`config.mk`:
```
export PLATFORM = sky130hd
export DESIGN_NAME = mem_port_arbiter
export DESIGN_NICKNAME = d
export VERILOG_FILES = /design/src/rtl/mem_port_arbiter.sv
export SDC_FILE = /design/constraint.sdc
export NUM_CORES = 1
export LEC_CHECK = 0
export ABC_AREA = 1
export CORE_UTILIZATION = 40
export DETAILED_ROUTE_END_ITERATION = 10
export PLACE_DENSITY = 0.79
export SYNTH_ARGS = -nofsm -noshare
export SYNTH_HDL_FRONTEND = slang
export SYNTH_SLANG_ARGS = --single-unit
export TNS_END_PERCENT = 20
```
`constraint.sdc`:
```
create_clock -name clk -period 1.9 [get_ports clk]
set_input_delay 0.285 -clock clk [delete_from_list [all_inputs] [get_ports clk]]
set_output_delay 0.285 -clock clk [all_outputs]
set_load 0.1 [all_outputs]
```
`src/rtl/mem_port_arbiter.sv`:
```
// mem_port_arbiter: round-robin two-requester arbiter and sequencer for the shared memory port
package mem_port_pkg;
  typedef enum logic [1:0] {MEM_ACCESS_BYTE, MEM_ACCESS_HALF, MEM_ACCESS_WORD} mem_access_t;
  typedef logic [3:0] mem_exception_mask_t;
endpackage

module mem_port_arbiter
  import mem_port_pkg::*;
#(
  parameter int LATENCY = 1
) (
  input  logic                clk,
  input  logic                rst,
  input  logic                p0_req,
  input  logic [31:0]         p0_addr,
  input  logic [31:0]         p0_wr_data,
  input  logic                p0_wr_ena,
  input  mem_access_t         p0_access,
  output logic                p0_gnt,
  output logic                p0_done,
  output logic [31:0]         p0_rd_data,
  output mem_exception_mask_t p0_err,
  input  logic                p1_req,
  input  logic [31:0]         p1_addr,
  input  logic [31:0]         p1_wr_data,
  input  logic                p1_wr_ena,
  input  mem_access_t         p1_access,
  output logic                p1_gnt,
  output logic                p1_done,
  output logic [31:0]         p1_rd_data,
  output mem_exception_mask_t p1_err,
  output logic [31:0]         mem_addr,
  output logic [31:0]         mem_wr_data,
  output logic                mem_wr_ena,
  output mem_access_t         mem_access,
  input  logic [31:0]         mem_rd_data,
  input  mem_exception_mask_t mem_exception
);
  typedef enum logic [1:0] {S_IDLE, S_ACCESS, S_RESP} state_t;
  localparam logic [3:0] CNT_INIT = 4'(LATENCY - 1);
  state_t              state_q, state_d;
  logic [3:0]          cnt_q;
  logic                owner_q, last_q, we_q, take, win;
  logic [31:0]         addr_q, wd_q;
  mem_access_t         acc_q;
  logic [31:0]         rd0_q, rd1_q;
  mem_exception_mask_t err0_q, err1_q;
  always_comb begin
    win     = (p0_req && p1_req) ? ~last_q : p1_req;
    take    = rst && state_q == S_IDLE && (p0_req || p1_req);
    state_d = state_q == S_IDLE   ? (take ? S_ACCESS : S_IDLE) :
              state_q == S_ACCESS ? (cnt_q == 4'd0 ? S_RESP : S_ACCESS) : S_IDLE;
  end
  always_ff @(posedge clk) begin
    if (!rst) begin
      state_q <= S_IDLE;
      cnt_q   <= 4'd0;
      owner_q <= 1'b0;
      last_q  <= 1'b1;
      addr_q  <= 32'd0;
      wd_q    <= 32'd0;
      we_q    <= 1'b0;
      acc_q   <= MEM_ACCESS_BYTE;
      rd0_q   <= 32'd0;
      rd1_q   <= 32'd0;
      err0_q  <= '0;
      err1_q  <= '0;
    end else begin
      state_q <= state_d;
      if (take) begin
        owner_q <= win;
        last_q  <= win;
        cnt_q   <= CNT_INIT;
        addr_q  <= win ? p1_addr    : p0_addr;
        wd_q    <= win ? p1_wr_data : p0_wr_data;
        we_q    <= win ? p1_wr_ena  : p0_wr_ena;
        acc_q   <= win ? p1_access  : p0_access;
      end
      if (state_q == S_ACCESS) begin
        cnt_q <= cnt_q - 4'd1;
        if (cnt_q == 4'd0) begin
          if (owner_q) begin
            rd1_q  <= mem_rd_data;
            err1_q <= mem_exception;
          end else begin
            rd0_q  <= mem_rd_data;
            err0_q <= mem_exception;
          end
        end
      end
    end
  end
  // write strobe only in the first access cycle, i.e. while cnt still holds its initial value
  assign mem_wr_ena  = rst && state_q == S_ACCESS && cnt_q == CNT_INIT && we_q;
  assign mem_access  = state_q == S_ACCESS ? acc_q : MEM_ACCESS_WORD;
  assign mem_addr    = addr_q;
  assign mem_wr_data = wd_q;
  assign p0_gnt      = take && !win;
  assign p1_gnt      = take && win;
  assign p0_done     = rst && state_q == S_RESP && !owner_q;
  assign p1_done     = rst && state_q == S_RESP && owner_q;
  assign p0_rd_data  = rd0_q;
  assign p1_rd_data  = rd1_q;
  assign p0_err      = err0_q;
  assign p1_err      = err1_q;
endmodule
```
======== Word-level counts from Yosys, hierarchy flattened ========
Index checks and enable logic that the tools add are counted.
word-level totals
  register bits ........................... 147
  word-level logic and storage cells ...... 48
  input port bits ......................... 174
  output and inout bits ................... 143
operators by class
  eq/ne operators ......................... 2
  bitwise logic cells ..................... 2
  $add $sub $neg .......................... 1
  mux-type cells .......................... 12
  reduce and logical (&&, ||, !) cells .... 19
operators by type and width
  kind                                                                number
  32-bit two-way mux                                                  2
  1-bit logical AND                                                   11
  2-bit two-way mux                                                   5
  4-bit two-way mux                                                   2
  3-bit AND reduction                                                 2
  4-bit zero test                                                     1
  4-bit by 1-bit subtractor with 4-bit output, second input constant  1
  1-bit two-way mux                                                   3
  2-bit by 1-bit == test with 1-bit output, second input constant     1
  2-bit == test, second input constant                                1
  1-bit zero test                                                     2
  2-bit zero test                                                     1
  1-bit inverter                                                      2
  2-bit nonzero test                                                  1
  1-bit logical OR                                                    1

======== Depth between registers and ports, before layout ========
  depth in word-level cells ............... 5
  depth in mapped cells ................... 9
  mapped depth without buffers ............ 8

======== Worst setup path before layout ========
OpenSTA, ideal clock, no wires.
  path kind ............................... register to output
  from .................................... register cnt_q[0]
  to ...................................... output mem_wr_ena
  data required time ...................... 1615 ps
  slack ................................... -1531 ps
  arrival ................................. 3146 ps
  stages on the path, launching flop included .. 7
  buffers on the path ..................... 0
  path through ............................ dfxtp_1 > inv_1 > ha_1 > nand2_1 > nor2_4 > nand2_4 > nor3b_1
between the ends
  longest elaborated chain between the ends .. 3
RTL lines
  element                          line  text
  start: declaration               42    logic [3:0] cnt_q;
  start signal: assignment         80    cnt_q <= cnt_q - 4'd1;
  4-bit zero test                  94    assign mem_wr_ena = rst && state_q == S_ACCESS && cnt_q == CNT_INIT && we_q;
  1-bit logical AND (2 in series)  94
  end: declaration                 34    output logic mem_wr_ena,
Every way passes these cells.

======== Final worst setup path ========
  from .................................... register cnt_q[1]
  to ...................................... output mem_wr_ena
The elaborated chain is that of the path after synthesis.

==> flow_summary.json <==
{
  "status": "finished, final reports clean",
  "die_width_um": 131,
  "start_util_pct": 41.5,
  "critPathKind": "flop to output pin",
  "tightestPinTransition_ns": 0.620,
  "finalMaxSlewViolations": 0,
  "finClkSkew_ns": 0.0114,
  "synth_seq_cells": 147,
  "ir_worst_vdd_mv": 0.635,
  "cp_top_family": "simple AND/OR/NAND/NOR gates",
  "final_area_um2": 10300,
  "wire_per_inst_um": 14.1,
  "crit_fanout": 2,
  "whs_path_depth": 2,
  "ant_nets": 0,
  "drtIter0Drc": 388,
  "io_buffers": 316,
  "syn_inst": 1007,
  "netlist_area_um2": 6660,
  "insertion_delay_ns": 0.42,
  "slowest_stage": "dfxtp_2",
  "hpwl_mm": 14.8,
  "finalCritPeriodShare_pct": 99.2,
  "grt_pass1_wl_mm": 32.7,
  "grt_overflow_total": 0,
  "cpPeakStageDelay_ns": 0.32,
  "drtPass1Iterations": 5,
  "synth_nets": 1183,
  "rsz0062_at_grt": "true",
  "syn_avg_cell_area_um2": 6.62,
  "synth_cell_type_count": 22,
  "setup_viol": 0,
  "hold_ws_ns": 0.235,
  "cellLeakagePower_nw": 4.80,
  "placed_area_um2": 9650,
  "hp-class": "input pin to flop",
  "arrival_ns": 1.60,
  "clock_sinks": 147,
  "hold_violations": 0,
  "drc": 0,
  "reg2reg_to": "p0_rd_data[16]",
  "cp.required_ns": 1.62,
  "max_freq_mhz": 530,
  "coreArea_um2": 16100,
  "rows": 46,
  "cts_buffers": 17,
  "fp.dieH_um": 131,
  "tritoncts": "yes",
  "end_kind": "output pin",
  "cap_viol_max_count": 0,
  "num_io_pins": 317,
  "start_kind": "flop",
  "ctsHoldBuffers": 0,
  "reg2regPathDepth": 9,
  "path_clk_slew_ns": 0.06,
  "area_delta_synth_final_pct": 55.1,
  "wl_mm": 21.5,
  "rr_startpoint": "cnt_q[1]",
  "via_per_inst": 4.78,
  "period_needed_ns": 1.89,
  "relSlewSlack_pct": 58.7,
  "nets": 1472,
  "clock-root-buffer": "clkbuf_16",
  "power.density_nw_per_um2": 966,
  "track_usage_pct": 24.6,
  "die_area_um2": 17200,
  "cts_buffer_depth": 2,
  "crit_top_cell": "nand2_4",
  "ys_warn_count": 0,
  "cts_htree_levels": 4,
  "worstHoldStart": "rst",
  "via_count": 7301,
  "path_buf_inv": 2,
  "antenna_found_initial": 2,
  "path_cells": "inv_2, ha_4, nand2_4, nor2_4, nand2_4, nor3b_4, buf_12",
  "synth-seq-area-share_pct": 44.2,
  "final_layout_size_suffix_gt1_share_pct": 17.4,
  "holdPathEnd": "last_q",
  "gp_congestion": 0.815,
  "rrSetupSlack_ns": 0.35,
  "grt_max_degree": 68,
  "grt_pass1_vias": 6556
}
## layout make-up
| type | instances | area [µm²] |
|---|---|---|
| clock inverters | 15 | 171 |
| inverters | 51 | 191 |
| diodes | 2 | 5.00 |
| flip-flops and latches | 147 | 2950 |
| fillers | 1432 | 5730 |
| multi-input cells | 739 | 3150 |
| repair buffers | 340 | 3180 |
| well taps | 216 | 270 |
| clock buffers | 17 | 425 |
## sequential cells by signal, summed over array words and instances, names as in the netlist
register and count:
cnt_q 4, acc_q 2, mem_wr_data 32, mem_addr 32
state_q 2, we_q 1, p0_err 4, owner_q 1
p1_err 4, p0_rd_data 32, last_q 1, p1_rd_data 32
## through the flow
step	setup WS (ns)	TNS [ns]	utilization [%]	total power, mW	std cells
3_3_place_gp	0.135	0	60.1	6.59	1486
2_1_floorplan	-0.350	-1.15	-	5.69	1007
3_5_place_dp	0.121	0	60.1	6.61	1486
6_report	0.0143	0	64.3	9.98	1527
5_1_grt	-0.0694	-0.121	64.3	10.4	1527
4_1_cts	-0.0509	-0.0509	64.2	10.1	1524
## worst max path at each step
stage            endpoint      from  slack [ns]  cells past startpoint
3_3_place_gp       p1_gnt    p0_req        0.14                      8
5_1_grt        mem_wr_ena  cnt_q[1]       -0.07                      7
6_report       mem_wr_ena  cnt_q[1]        0.01                      7
2_1_floorplan     p0_done       rst       -0.35                      4
3_5_place_dp       p1_gnt    p0_req        0.12                      8
4_1_cts        mem_wr_ena  cnt_q[1]       -0.05                      7
## cells in the final DEF (no fill, tap or decap), types with 3 or more instances in the layout
cell               n
dfxtp_1          145
clkdlybuf4s50_1  171
inv_6              5
inv_2              7
clkbuf_16         17
nand2_1          385
inv_1             44
a21oi_1           73
clkinvlp_4         3
nand2_2            4
buf_12            16
o21ai_0            3
nor2_1           149
nor2_4             3
nand3_1          110
buf_4            151
## cell families (layout without fill, tap and decap cells)
kind of cell               Yosys count  count (layout)  synth area share, %
DFF                                147             147                 44.2
adders and majority gates            2               2                0.375
other                                0               2                    0
AOI/OAI and AO/OA                   76              76                 5.71
buffers and inverters              121             423                 9.26
and+or+nand+nor                    661             661                 40.5
## repair_timing
action                                 CTS  global route
pin swaps                                4             2
endpoints found under the hold margin    0             0
gates resized for setup                  8             2
cloned                                   0             0
setup endpoints to repair                1             3
setup buffers                            6             1
## metal layers
| layer | track usage (%) | vias up | part of all wire [%] |
|---|---|---|---|
| li1 | - | 3697 | - |
| met1 | 28.1 | 3267 | 39 |
| met2 | 41.4 | 301 | 49 |
| met3 | 8.60 | 36 | 9.8 |
| met4 | 11.4 | 0 | 2.6 |
| met5 | 0 | - | 0 |
## synthesized netlist by cell type
cell,count,area share [%]
dfxtp_1,147,44
nand2_2,1,0.094
or2_2,2,0.19
nor2_8,2,0.60
nor2_1,151,8.5
nor3b_1,1,0.11
o21ai_0,3,0.23
clkbuf_1,18,1.0
nand2_4,1,0.17
buf_6,15,2.5
buf_2,24,1.8
ha_1,2,0.38
clkbuf_2,1,0.075
nand3_2,1,0.15
nand3_1,110,8.3
nor2_4,3,0.51
inv_2,5,0.28
buf_4,5,0.56
a21oi_1,73,5.5
nand2_1,389,22
inv_1,46,2.6
buf_1,7,0.39
## power breakdown
| part | internal [mW] | total (mW) | switching, mW |
|---|---|---|---|
| clock network | 1.97 | 3.40 | 1.43 |
| logic | 0.921 | 3.17 | 2.25 |
| registers | 3.29 | 3.41 | 0.120 |
No activity file was read; power rests on OpenSTA's default activity.
